--- src/rtl/rv32_div_seq_if.sv ---
// Start/done handshake bundle between the EX-stage M-extension wrapper and
// the sequential divider.
//   i_start : one-cycle request pulse (wrapper -> divider)
//   i_f3    : funct3 of the DIV/DIVU/REM/REMU instruction
//   i_rs1   : dividend
//   i_rs2   : divisor
//   o_res   : registered result, valid while o_done is high
//   o_done  : level, high from completion until the next accepted start
// Modports: master = wrapper side, slave = divider side.
interface rv32_div_seq_if #(
    parameter int unsigned XLEN = 32
);
    logic            i_start;
    logic [2:0]      i_f3;
    logic [XLEN-1:0] i_rs1;
    logic [XLEN-1:0] i_rs2;
    logic [XLEN-1:0] o_res;
    logic            o_done;

    modport master (
        output i_start, i_f3, i_rs1, i_rs2,
        input  o_res, o_done
    );

    modport slave (
        input  i_start, i_f3, i_rs1, i_rs2,
        output o_res, o_done
    );
endinterface

--- src/rtl/rv32_div_seq.sv ---
// Iterative radix-2 restoring divider for RV32-M DIV/DIVU/REM/REMU.
// One quotient bit per clock over XLEN cycles, then one registered cycle of
// sign fixup. Signed operations divide magnitudes and negate afterwards.
// Ports:
//   i_clk : clock, rising edge
//   i_rst : asynchronous active-high reset
//   bus   : rv32_div_seq_if slave (i_start, i_f3, i_rs1, i_rs2, o_res, o_done)
// Optional feature macro: ARVI_DIV_ZERO_FASTPATH_EN -- when defined, a zero
// divisor skips the iteration phase and completes one cycle after the start.
module rv32_div_seq #(
    parameter int unsigned XLEN = 32
) (
    input logic           i_clk,
    input logic           i_rst,
    rv32_div_seq_if.slave bus
);
    localparam int unsigned CW = $clog2(XLEN);

    typedef enum logic [1:0] {StIdle, StCalc, StFix, StDone} state_e;

    state_e          state;
    logic            op_rem;
    logic            quo_neg;
    logic            rem_neg;
    logic [XLEN-1:0] quo;      // holds the dividend, shifted out as quotient bits shift in
    logic [XLEN-1:0] rem;
    logic [XLEN-1:0] divisor;
    logic [CW-1:0]   cnt;
    logic [XLEN-1:0] res;
    logic            done;

    logic            is_signed;
    logic            rs1_neg;
    logic            rs2_neg;
    logic [XLEN-1:0] rs1_mag;
    logic [XLEN-1:0] rs2_mag;
    logic            div_zero;
    logic [XLEN:0]   rem_shift;
    logic            quo_bit;
    logic [XLEN-1:0] rem_next;
    logic [XLEN-1:0] fix_res;

    always_comb begin
        is_signed = ~bus.i_f3[0];
        rs1_neg   = is_signed & bus.i_rs1[XLEN-1];
        rs2_neg   = is_signed & bus.i_rs2[XLEN-1];
        rs1_mag   = rs1_neg ? -bus.i_rs1 : bus.i_rs1;
        rs2_mag   = rs2_neg ? -bus.i_rs2 : bus.i_rs2;
        div_zero  = (bus.i_rs2 == '0);

        rem_shift = {rem, quo[XLEN-1]};
        quo_bit   = (rem_shift >= {1'b0, divisor});
        // When the subtract happens the difference is below divisor, so XLEN bits suffice.
        rem_next  = quo_bit ? (rem_shift[XLEN-1:0] - divisor) : rem_shift[XLEN-1:0];

        fix_res   = op_rem ? (rem_neg ? -rem : rem) : (quo_neg ? -quo : quo);
    end

    always_ff @(posedge i_clk or posedge i_rst) begin
        if (i_rst) begin
            state   <= StIdle;
            op_rem  <= 1'b0;
            quo_neg <= 1'b0;
            rem_neg <= 1'b0;
            quo     <= '0;
            rem     <= '0;
            divisor <= '0;
            cnt     <= '0;
            res     <= '0;
            done    <= 1'b0;
        end else begin
            case (state)
                StIdle, StDone: begin
                    if (bus.i_start) begin
                        op_rem  <= bus.i_f3[1];
                        done    <= 1'b0;
                        rem     <= '0;
                        divisor <= rs2_mag;
                        cnt     <= CW'(XLEN - 1);
                        if (div_zero) begin
                            // Raw dividend and no sign fixup: CALC against zero yields
                            // an all-ones quotient and a remainder equal to rs1.
                            quo_neg <= 1'b0;
                            rem_neg <= 1'b0;
`ifdef ARVI_DIV_ZERO_FASTPATH_EN
                            quo     <= '1;
                            rem     <= bus.i_rs1;
                            state   <= StFix;
`else
                            quo     <= bus.i_rs1;
                            state   <= StCalc;
`endif
                        end else begin
                            quo     <= rs1_mag;
                            quo_neg <= rs1_neg ^ rs2_neg;
                            rem_neg <= rs1_neg;
                            state   <= StCalc;
                        end
                    end
                end
                StCalc: begin
                    rem <= rem_next;
                    quo <= {quo[XLEN-2:0], quo_bit};
                    cnt <= cnt - CW'(1);
                    if (cnt == '0) begin
                        state <= StFix;
                    end
                end
                StFix: begin
                    res   <= fix_res;
                    done  <= 1'b1;
                    state <= StDone;
                end
                default: state <= StIdle;
            endcase
        end
    end

    assign bus.o_res  = res;
    assign bus.o_done = done;
endmodule

--- src/flat_wrapper.sv ---
// flat-port wrapper written by rule: the top's interface ports become plain ports
module rv32_div_seq_flat 
#(
    parameter int unsigned XLEN = 32
)
  (i_clk, i_rst, bus_i_start, bus_i_f3, bus_i_rs1, bus_i_rs2, bus_o_res, bus_o_done);
  rv32_div_seq_if #(.XLEN(XLEN)) bus_i ();
  input logic i_clk;
  input logic i_rst;
  input wire logic [$bits(bus_i.i_start)-1:0] bus_i_start;
  input wire logic [$bits(bus_i.i_f3)-1:0] bus_i_f3;
  input wire logic [$bits(bus_i.i_rs1)-1:0] bus_i_rs1;
  input wire logic [$bits(bus_i.i_rs2)-1:0] bus_i_rs2;
  output wire logic [$bits(bus_i.o_res)-1:0] bus_o_res;
  output wire logic [$bits(bus_i.o_done)-1:0] bus_o_done;
  assign bus_i.i_start = bus_i_start;
  assign bus_i.i_f3 = bus_i_f3;
  assign bus_i.i_rs1 = bus_i_rs1;
  assign bus_i.i_rs2 = bus_i_rs2;
  assign bus_o_res = bus_i.o_res;
  assign bus_o_done = bus_i.o_done;
  rv32_div_seq #(.XLEN(XLEN)) u_core (.i_clk(i_clk), .i_rst(i_rst), .bus(bus_i));
endmodule
--- config.mk ---
export PLATFORM = sky130hd
export DESIGN_NAME = rv32_div_seq_flat
export DESIGN_NICKNAME = d
export VERILOG_FILES = /design/src/rtl/rv32_div_seq_if.sv /design/src/rtl/rv32_div_seq.sv /design/src/flat_wrapper.sv
export SDC_FILE = /design/constraint.sdc
export NUM_CORES = 1
export LEC_CHECK = 0
export ABC_AREA = 1
export BUFFER_PORTS_ARGS = -buffer_cell sky130_fd_sc_hd__buf_2
export CAP_MARGIN = 20
export CORE_ASPECT_RATIO = 0.5
export CORE_MARGIN = 2
export CORE_UTILIZATION = 40
export DETAILED_ROUTE_END_ITERATION = 10
export PLACE_DENSITY = 0.63
export REMOVE_ABC_BUFFERS = 1
export SLEW_MARGIN = 20
export SYNTH_ARGS = -nofsm -noshare
export SYNTH_HDL_FRONTEND = slang
export SYNTH_SLANG_ARGS = --single-unit
--- constraint.sdc ---
create_clock -name i_clk -period 10 [get_ports i_clk]
set_input_delay 1 -clock i_clk [delete_from_list [all_inputs] [get_ports i_clk]]
set_output_delay 1 -clock i_clk [all_outputs]
set_load 0.01 [all_outputs]
==> flow_summary.yaml, run 1 <==
logic_synthesis:
  synth_edf_count: 0
  synth_top_cell_area_share_pct: 27.4
  synth_commonest_cells: "nand2_1 (711), inv_1 (324), nand3_1 (293), nor2_1 (191), dfrtp_1 (139)"
  synth-seq-cells: 139
  ys_warn_count: 0
  synth_area_sq_um: 12700
  synth-main-ff-cell: "dfrtp_1"
  yosysMostFrequentCell: "nand2_1"
  synth.avg_cell_area_sq_um: 5.87
  synth_area_leaders: "dfrtp_1 (27%), nand2_1 (21%), nand3_1 (12%)"
  synth_cell_types: 36
  netlist_instances: 2161
  synth_top_area_cell: "dfrtp_1"
  yosysSeqAreaShare_pct: 27.4
  async_reset_ff_share_pct: 100
floorplanning:
  io_pins: 103
  core_sq_um: 31500
  initial_core_util_pct: 40.3
  rows: 46
  dieArea_sq_um: 33300
  die_w_microns: 256
  dieHeight_microns: 130
timing:
  period_minus_slack_ns: 3.28
  worst_slew_pin_slew_ns: 0.900
  fin_tns_setup_ns: 0
  worst_slack_ns: 6.72
  finalCritPeriodShare_pct: 32.8
  max_slew_margin_pct: 39.6
  slew_viol_final: 0
  setup_viol: 0
  grt_setup_unrepaired: "no"
  hold_viol: 0
  max_freq_mhz: 305
  finClkSkew_ns: 0.0126
setup_path:
  path_max_fanout: 38
  r2r_cells: 12
  end_kind: "flop"
  crit_required_ns: 10.33
  critPathLaunchType: "flop"
  critPathArrivalTime_ns: 3.61
  crit_type: "flop to flop"
pwr:
  p_switching_mw: 2.91
  p_per_area_nw_per_um2: 369
  power_frac_seq_pct: 20.6
  comb_power_share_pct: 66.7
  swShare_pct: 55.8
  ir_worst_vdd_v: 0.000194
  leakagePower_nw: 7.52
  p_total_mw: 5.22
  pwr-share-clk_pct: 12.7
  internal_power_mw: 2.30
global_route:
  antenna_found_initial: 0
  grt_overflow: 0
  grtUsageTotal_pct: 26.2
  grt_start_max_net_pins: 83
  grt_pass1_wl_microns: 68000
  grt_pass1_vias: 12300
place:
  place_congestion: 0.975
  dpl-instance-area_sq_um: 13500
  hpwl_microns: 33500
  dpl_worst_slack_ns: 6.79
  numPortBuffers: 101
clock_network:
  cts_made_buffers: 17
  ctsHoldBuffers: 0
  clk_latency_ns: 0.45
  cts_resized: 0
  post-cts-setup-buffers: 0
  clockRootBuffer: "clkbuf_16"
  cts-htree-levels: 4
  clock_sinks: 139
  clkTransAtPathRegs_ns: 0.07
  clock_path_buffers: 2
  tritoncts: "done"
route:
  first_iter_violations: 1348
  viasPerCell: 5.16
  drtAntennaViolNets: 0
  wl_microns: 43000
  drc: 0
  vias: 13800
  routedWlPerCell_microns: 16.1
  dr.pass1.iters: 6
layout:
  utilization_pct: 44.9
  drive_above_1_share_pct: 8.44
  area_delta_synth_final_pct: 11.3
  design_area_sq_um: 14100
  n_antenna_cell: 0
  fin_nets: 2338
hold_path:
  hold_depth: 2
  hold_path.class: "flop to flop"
status:
  status: "finished clean"
run:
  drv_cap: 0
-- critical path, stage by stage (launching register included) --
cell and delay (ns):
dfrtp_1 0.40, inv_1 0.08, ha_1 0.15, buf_4 0.34
inv_2 0.40, o21ai_2 0.31, buf_4 0.44, clkinv_1 0.17
buf_4 0.26, nor3_1 0.23, inv_1 0.09, o21ai_0 0.15
nand3_1 0.08
-- flip-flops by register name, indices dropped and copies added, names as in the netlist --
name               count
u_core.rem_neg         1
u_core.bus.o_res      32
u_core.bus.o_done      1
u_core.cnt             5
u_core.quo            32
u_core.quo_neg         1
u_core.rem            32
u_core.op_rem          1
u_core.state           2
u_core.divisor        32
-- worst paths after layout --
kind	to	slack, ns	startpoint
hold reg to reg	u_core.bus.o_res[17]	0.47	u_core.bus.o_res[17]
min in group asynchronous	u_core.divisor[20]	0.64	i_rst
max in group asynchronous	u_core.bus.o_res[29]	8.03	i_rst
hold / removal	u_core.bus.o_res[17]	0.47	u_core.bus.o_res[17]
setup / recovery	u_core.cnt[4]	6.72	u_core.state[1]
setup reg to reg	u_core.cnt[4]	6.72	u_core.state[1]
-- cell usage in the layout (no fill, tap or decap), types with 3 or more instances in the layout --
cell type | netlist | routed
and2_1 | 3 | 3
nor3_1 | 24 | 24
inv_2 | 7 | 7
o211ai_1 | 7 | 7
inv_6 | 0 | 5
clkinv_4 | 0 | 4
a21oi_1 | 84 | 84
nor2_1 | 191 | 190
dfrtp_1 | 139 | 139
xnor2_1 | 14 | 14
nand4_1 | 33 | 33
nand3_2 | 12 | 12
nand3_1 | 293 | 293
nand3b_1 | 9 | 9
o21ai_0 | 117 | 117
o21ai_1 | 23 | 23
buf_2 | 15 | 101
or2_2 | 4 | 4
o21bai_1 | 3 | 3
a31oi_1 | 12 | 12
inv_1 | 324 | 323
clkbuf_16 | 0 | 17
ha_1 | 41 | 41
nor2_4 | 4 | 5
xor2_1 | 14 | 14
nor2_2 | 7 | 7
nand2_1 | 711 | 711
buf_4 | 1 | 14
o22ai_1 | 4 | 4
clkinv_1 | 3 | 3
-- cells by family after synthesis --
kind of cell    after synthesis  synth area share, %
compound gates              253                 10.4
xor+xnor                     28                 1.93
fa+ha+maj                    42                 4.20
buf+inv                     403                 12.4
flops                       139                 27.4
simple gates               1296                 43.7
-- power by group through the flow --
stage          Clock, mW  Sequential [mW]  Combinational, mW
2_1_floorplan          0             1.05               2.39
3_3_place_gp           0             1.07               3.42
3_5_place_dp           0             1.08               3.44
4_1_cts            0.668             1.07               3.46
5_1_grt            0.688             1.11               3.93
6_report           0.660             1.07               3.48
-- through the flow --
stage	hold slack (ns)	std cells
final	0.475	2671
after global placement	0.459	2639
after global routing	0.492	2671
after detailed placement	0.464	2639
after floorplan	0.449	2092
after CTS	0.482	2671
-- layout make-up --
type	instances	area, sq um
fill	3474	17400
multi-input combinational	1619	7650
tap	432	541
timing repair buffer	115	611
sequential	139	3480
clock buffer	18	429
clock inverter	14	161
inverter	334	1260
-- routing by layer --
metal | wire [microns] | up-vias | track usage, %
met5 | 0 | - | 0
met4 | 726 | 0 | 6.19
met3 | 2610 | 42 | 3.46
met2 | 18300 | 405 | 40.6
met1 | 21400 | 6325 | 38.7
li1 | - | 7006 | -
Note: power is estimated with default switching activity, not from simulation.
==> inputs of run 2 (changes only) <==
==> constraint.sdc (replaced) <==
create_clock -name i_clk -period 3.1 [get_ports i_clk]
set_input_delay 0.31 -clock i_clk [delete_from_list [all_inputs] [get_ports i_clk]]
set_output_delay 0.31 -clock i_clk [all_outputs]
set_load 0.01 [all_outputs]
==> run 2 against run 1 <==
- power rose to 3.2 times the previous value
- clock power grew to 3.2 times the previous value
- count of clock-buffer cells in the layout is 1 lower
- register-to-register slack got worse by 6.3 ns
- die area unchanged
- largest cell class unchanged
==> flow_summary.yaml, run 2 (synthesized netlist as in run 1, its figures left out) <==
setup_path:
  crit_type: "flop to flop"
  crit_required_ns: 3.44
  crit_chain: "ha_1, nand2_1, inv_1, nand2_1, nor2_2, nand4_1, nand3_2, nand2_4, nand2_4, nand3_1, nand2_1, nand2_1"
  crit_path_start: "u_core.rem[11]"
  cp_top_family: "simple AND/OR/NAND/NOR gates"
  end_kind: "flop"
  reg2reg_from: "u_core.rem[11]"
  critPathLaunchType: "flop"
  cp_common_cell: "nand2_1"
  slowest_delay_ns: 0.46
  path_buf_inv: 1
  crit_path_top_delay_cell: "dfrtp_1"
  path_max_fanout: 32
  critPathArrivalTime_ns: 3.01
clock_network:
  clock_sinks: 139
  tritoncts: "done"
  ctsHoldBuffers: 1
  cts-htree-levels: 4
  clk_latency_ns: 0.46
  clock_path_buffers: 2
  post-cts-setup-buffers: 0
  clockRootBuffer: "clkbuf_16"
  cts_resized: 0
  cts_made_buffers: 17
  clkTransAtPathRegs_ns: 0.08
layout:
  drive_above_1_share_pct: 8.73
  multi_input_area_sq_um: 7650
  fillCellCount: 3491
  layout_common_cells: "nand2_1 (711), inv_1 (323), nand3_1 (293), nor2_1 (190), dfrtp_1 (139)"
  utilization_pct: 45.2
  final_common_cell: "nand2_1"
  area_delta_synth_final_pct: 12.0
  n_antenna_cell: 0
  seq_area_sq_um: 3480
  design_area_sq_um: 14200
  fin_nets: 2345
hold_path:
  hold_path.class: "input pin to flop"
  hp-start: "bus_i_f3[1]"
timing:
  finClkSkew_ns: 0.0179
  setup_viol: 0
  period_minus_slack_ns: 2.67
  max_freq_mhz: 375
  slew_viol_final: 0
  worst_slew_pin_slew_ns: 0.871
  hold_viol: 0
  finalCritPeriodShare_pct: 86.0
  max_slew_margin_pct: 41.9
  grt_setup_unrepaired: "no"
place:
  place_congestion: 0.960
  dpl-instance-area_sq_um: 13600
  hpwl_microns: 33500
  numPortBuffers: 101
route:
  drc: 0
  vias: 13700
  wl_microns: 42600
  drtAntennaViolNets: 0
  first_iter_violations: 1153
  viasPerCell: 5.11
  routedWlPerCell_microns: 15.9
  dr.pass1.iters: 5
global_route:
  grt_pass1_vias: 12300
  grtUsageMet1_pct: 37.1
  grt_pass1_wl_microns: 67200
  antenna_found_initial: 0
  grtUsageTotal_pct: 25.9
  met3_usage_pct: 4.56
  grt_start_max_net_pins: 68
  busiest_layer: "met2"
  grt_use_met2_pct: 40.1
  grt_overflow: 0
floorplanning:
  die_w_microns: 256
  core_sq_um: 31500
  dieArea_sq_um: 33300
  rows: 46
  io_pins: 103
  initial_core_util_pct: 40.3
  dieHeight_microns: 130
pwr:
  leakagePower_nw: 7.57
  ir_worst_vdd_v: 0.000599
  p_per_area_nw_per_um2: 1190
run:
  drv_cap: 0
status:
  status: "finished clean"
-- run 2: changes by cell type in the layout (fill, tap and decap cells not counted), moves of 2 or more --
cell | before | now
buf_4 | 14 | 18
clkinv_8 | 0 | 2
buf_12 | 0 | 2
clkinv_4 | 4 | 1
inv_8 | 1 | 4
-- run 2: final timing paths --
path / depth (start not counted) / slack [ns] / to
max: 12 / 0.43 / u_core.rem[28]
min reg2reg: 2 / 0.47 / u_core.bus.o_res[21]
max reg2reg: 12 / 0.43 / u_core.rem[28]
max in group asynchronous: 4 / 1.75 / u_core.quo[10]
min in group asynchronous: 3 / 0.46 / u_core.divisor[25]
min: 3 / 0.06 / u_core.op_rem
-- run 2: final cells by class --
type                    instances  share of cell area (%)
clock buffers                  17                    2.99
clock inverters                15                    1.23
inverters                     334                    8.85
multi-input cells            1619                    53.8
flip-flops and latches        139                    24.5
well taps                     432                    3.80
repair buffers                122                    4.86
-- run 2: per-stage QoR --
step,setup TNS [ns],setup slack (ns),hold WS (ns),std cells,total power [mW]
after floorplan,-182.80,-1.32,0.431,2092,11.1
after global placement,0,0.442,0.460,2645,14.5
after detailed placement,0,0.418,0.460,2645,14.6
after CTS,0,0.470,0.0472,2678,16.8
after global routing,0,0.255,0.0733,2678,18.5
final,0,0.435,0.0620,2678,16.9
-- run 2: per-layer routing --
metal / up-vias / wire length [microns]
met5: - / 0
li1: 7027 / -
met2: 369 / 18000
met4: 0 / 880
met1: 6232 / 21200
met3: 51 / 2520
-- run 2: where the power goes --
part,total [mW],switching (mW),internal (mW)
logic,11.3,7.70,3.58
registers,3.48,0.777,2.70
clock network,2.13,0.980,1.15
-- run 2: tightest hold or removal path, cell delays in order --
cell	delay, ns
buf_2	0.08
nand2_1	0.04
o21ai_0	0.05
==> inputs of run 3 (changes only) <==
==> constraint.sdc (replaced) <==
create_clock -name i_clk -period 2.7 [get_ports i_clk]
set_input_delay 0.27 -clock i_clk [delete_from_list [all_inputs] [get_ports i_clk]]
set_output_delay 0.27 -clock i_clk [all_outputs]
set_load 0.01 [all_outputs]
==> run 3 against run 2 <==
- largest power group unchanged
- wire length shrank 0.52%
- worst setup slack worse by 0.20 ns
- sequential share of layout area is 0.30 points lower
- register-to-register slack lost 0.20 ns
- via count increased by 1.1%
- design area up 1.2%
- combinational power is 17% higher
- count of clock-buffer cells in the layout stayed put
==> flow_summary.yaml, run 3 (synthesized netlist as in run 1, its figures left out) <==
status:
  status: "finished clean"
pwr:
  internal_power_mw: 8.83
  power_frac_seq_pct: 20.1
  p_total_mw: 19.7
  pwr-share-clk_pct: 12.7
  swShare_pct: 55.1
  comb_power_share_pct: 67.1
  leakagePower_nw: 7.66
  p_per_area_nw_per_um2: 1370
  ir_worst_vdd_v: 0.000739
  p_switching_mw: 10.8
floorplanning:
  dieHeight_microns: 130
  core_sq_um: 31500
  die_w_microns: 256
  dieArea_sq_um: 33300
  io_pins: 103
  initial_core_util_pct: 40.3
  rows: 46
place:
  hpwl_microns: 33400
  numPortBuffers: 101
  dpl-instance-area_sq_um: 13800
  dp.cells: 2661
  dpl_worst_slack_ns: 0.301
  place_congestion: 0.990
setup_path:
  crit_chain: "inv_1, ha_1, inv_1, fa_1, nand2_1, nand3_1, nand3_1, nand2_1, a21oi_1, xor2_1, nand2_1, nand3_1, nand2_1"
  cp_common_cell: "nand2_1"
  critPathLaunchType: "flop"
  crit_path_top_delay_cell: "fa_1"
  crit_required_ns: 3.05
  end_kind: "flop"
  slowest_delay_ns: 0.45
  path_max_fanout: 4
  path_buf_inv: 2
  crit_type: "flop to flop"
  critPathArrivalTime_ns: 2.81
  cp_top_family: "adder cells"
route:
  drc: 0
  wl_microns: 42400
  vias: 13800
  first_iter_violations: 1261
  routedWlPerCell_microns: 15.7
  viasPerCell: 5.13
  drtAntennaViolNets: 0
  dr.pass1.iters: 5
timing:
  period_minus_slack_ns: 2.46
  setup_viol: 0
  slew_viol_final: 0
  finClkSkew_ns: 0.0110
  max_freq_mhz: 406
  worst_slew_pin_slew_ns: 0.669
  finalCritPeriodShare_pct: 91.2
  whs_ns: 0.0405
  worst_slack_ns: 0.239
  hold_viol: 0
  grt_setup_unrepaired: "no"
  fin_tns_setup_ns: 0
  max_slew_margin_pct: 55.4
clock_network:
  post-cts-setup-buffers: 0
  tritoncts: "done"
  clk_latency_ns: 0.45
  clock_sinks: 139
  clkTransAtPathRegs_ns: 0.07
  ctsHoldBuffers: 1
  cts-htree-levels: 4
  clockRootBuffer: "clkbuf_16"
  cts_made_buffers: 17
  clock_path_buffers: 2
  cts_resized: 0
layout:
  finalNonFillerCells: 2694
  n_antenna_cell: 0
  area_delta_synth_final_pct: 13.4
  drive_above_1_share_pct: 9.37
  final_common_cell: "nand2_1"
  design_area_sq_um: 14400
  layout_common_cells: "nand2_1 (711), inv_1 (323), nand3_1 (293), nor2_1 (190), dfrtp_1 (139)"
  utilization_pct: 45.7
  fin_nets: 2361
  fillCellCount: 3414
hold_path:
  hold_path.class: "input pin to flop"
run:
  drv_cap: 0
global_route:
  grt_start_max_net_pins: 60
  grtUsageTotal_pct: 25.7
  antenna_found_initial: 0
  grt_pass1_wl_microns: 66700
  grt_overflow: 0
  grt_pass1_vias: 12500
[run 3: metal layers]
layer | GRT usage (%) | share of wire [%]
met1 | 37.2 | 49
met2 | 39.5 | 42
met3 | 4.93 | 6.9
met4 | 6.74 | 1.9
met5 | 0 | 0
[run 3: final timing paths]
path / startpoint / cells past startpoint / to / slack [ns]
max in group asynchronous: i_rst / 4 / u_core.quo[9] / 1.58
worst max-delay path: u_core.quo[31] / 13 / u_core.rem[16] / 0.24
worst min-delay path: bus_i_f3[1] / 3 / u_core.op_rem / 0.04
worst max register to register: u_core.quo[31] / 13 / u_core.rem[16] / 0.24
min in group asynchronous: i_rst / 3 / u_core.divisor[26] / 0.41
worst min register to register: u_core.bus.o_res[21] / 2 / u_core.bus.o_res[21] / 0.47
[run 3: cell type report]
cell class / count / area [sq um] / area share (%)
clock buffers: 17 / 425 / 2.96
multi-input cells: 1619 / 7650 / 53.2
well taps: 432 / 541 / 3.76
repair buffers: 138 / 861 / 5.98
flip-flops and latches: 139 / 3480 / 24.2
inverters: 334 / 1260 / 8.74
clock inverters: 15 / 179 / 1.24
[run 3: worst register-to-register path: stages (launching register included)]
cell,delay [ns]
dfrtp_1,0.41
inv_1,0.14
ha_1,0.16
inv_1,0.08
fa_1,0.45
nand2_1,0.09
nand3_1,0.08
nand3_1,0.08
nand2_1,0.14
a21oi_1,0.24
xor2_1,0.27
nand2_1,0.08
nand3_1,0.08
nand2_1,0.05
[run 3: power by group through the flow]
stage	logic [mW]	clock network, mW	registers [mW]
2_1_floorplan	8.86	0	3.88
3_3_place_gp	12.9	0	3.93
3_5_place_dp	13.0	0	3.94
4_1_cts	13.1	2.55	3.92
5_1_grt	14.8	2.64	4.06
6_report	13.2	2.50	3.95
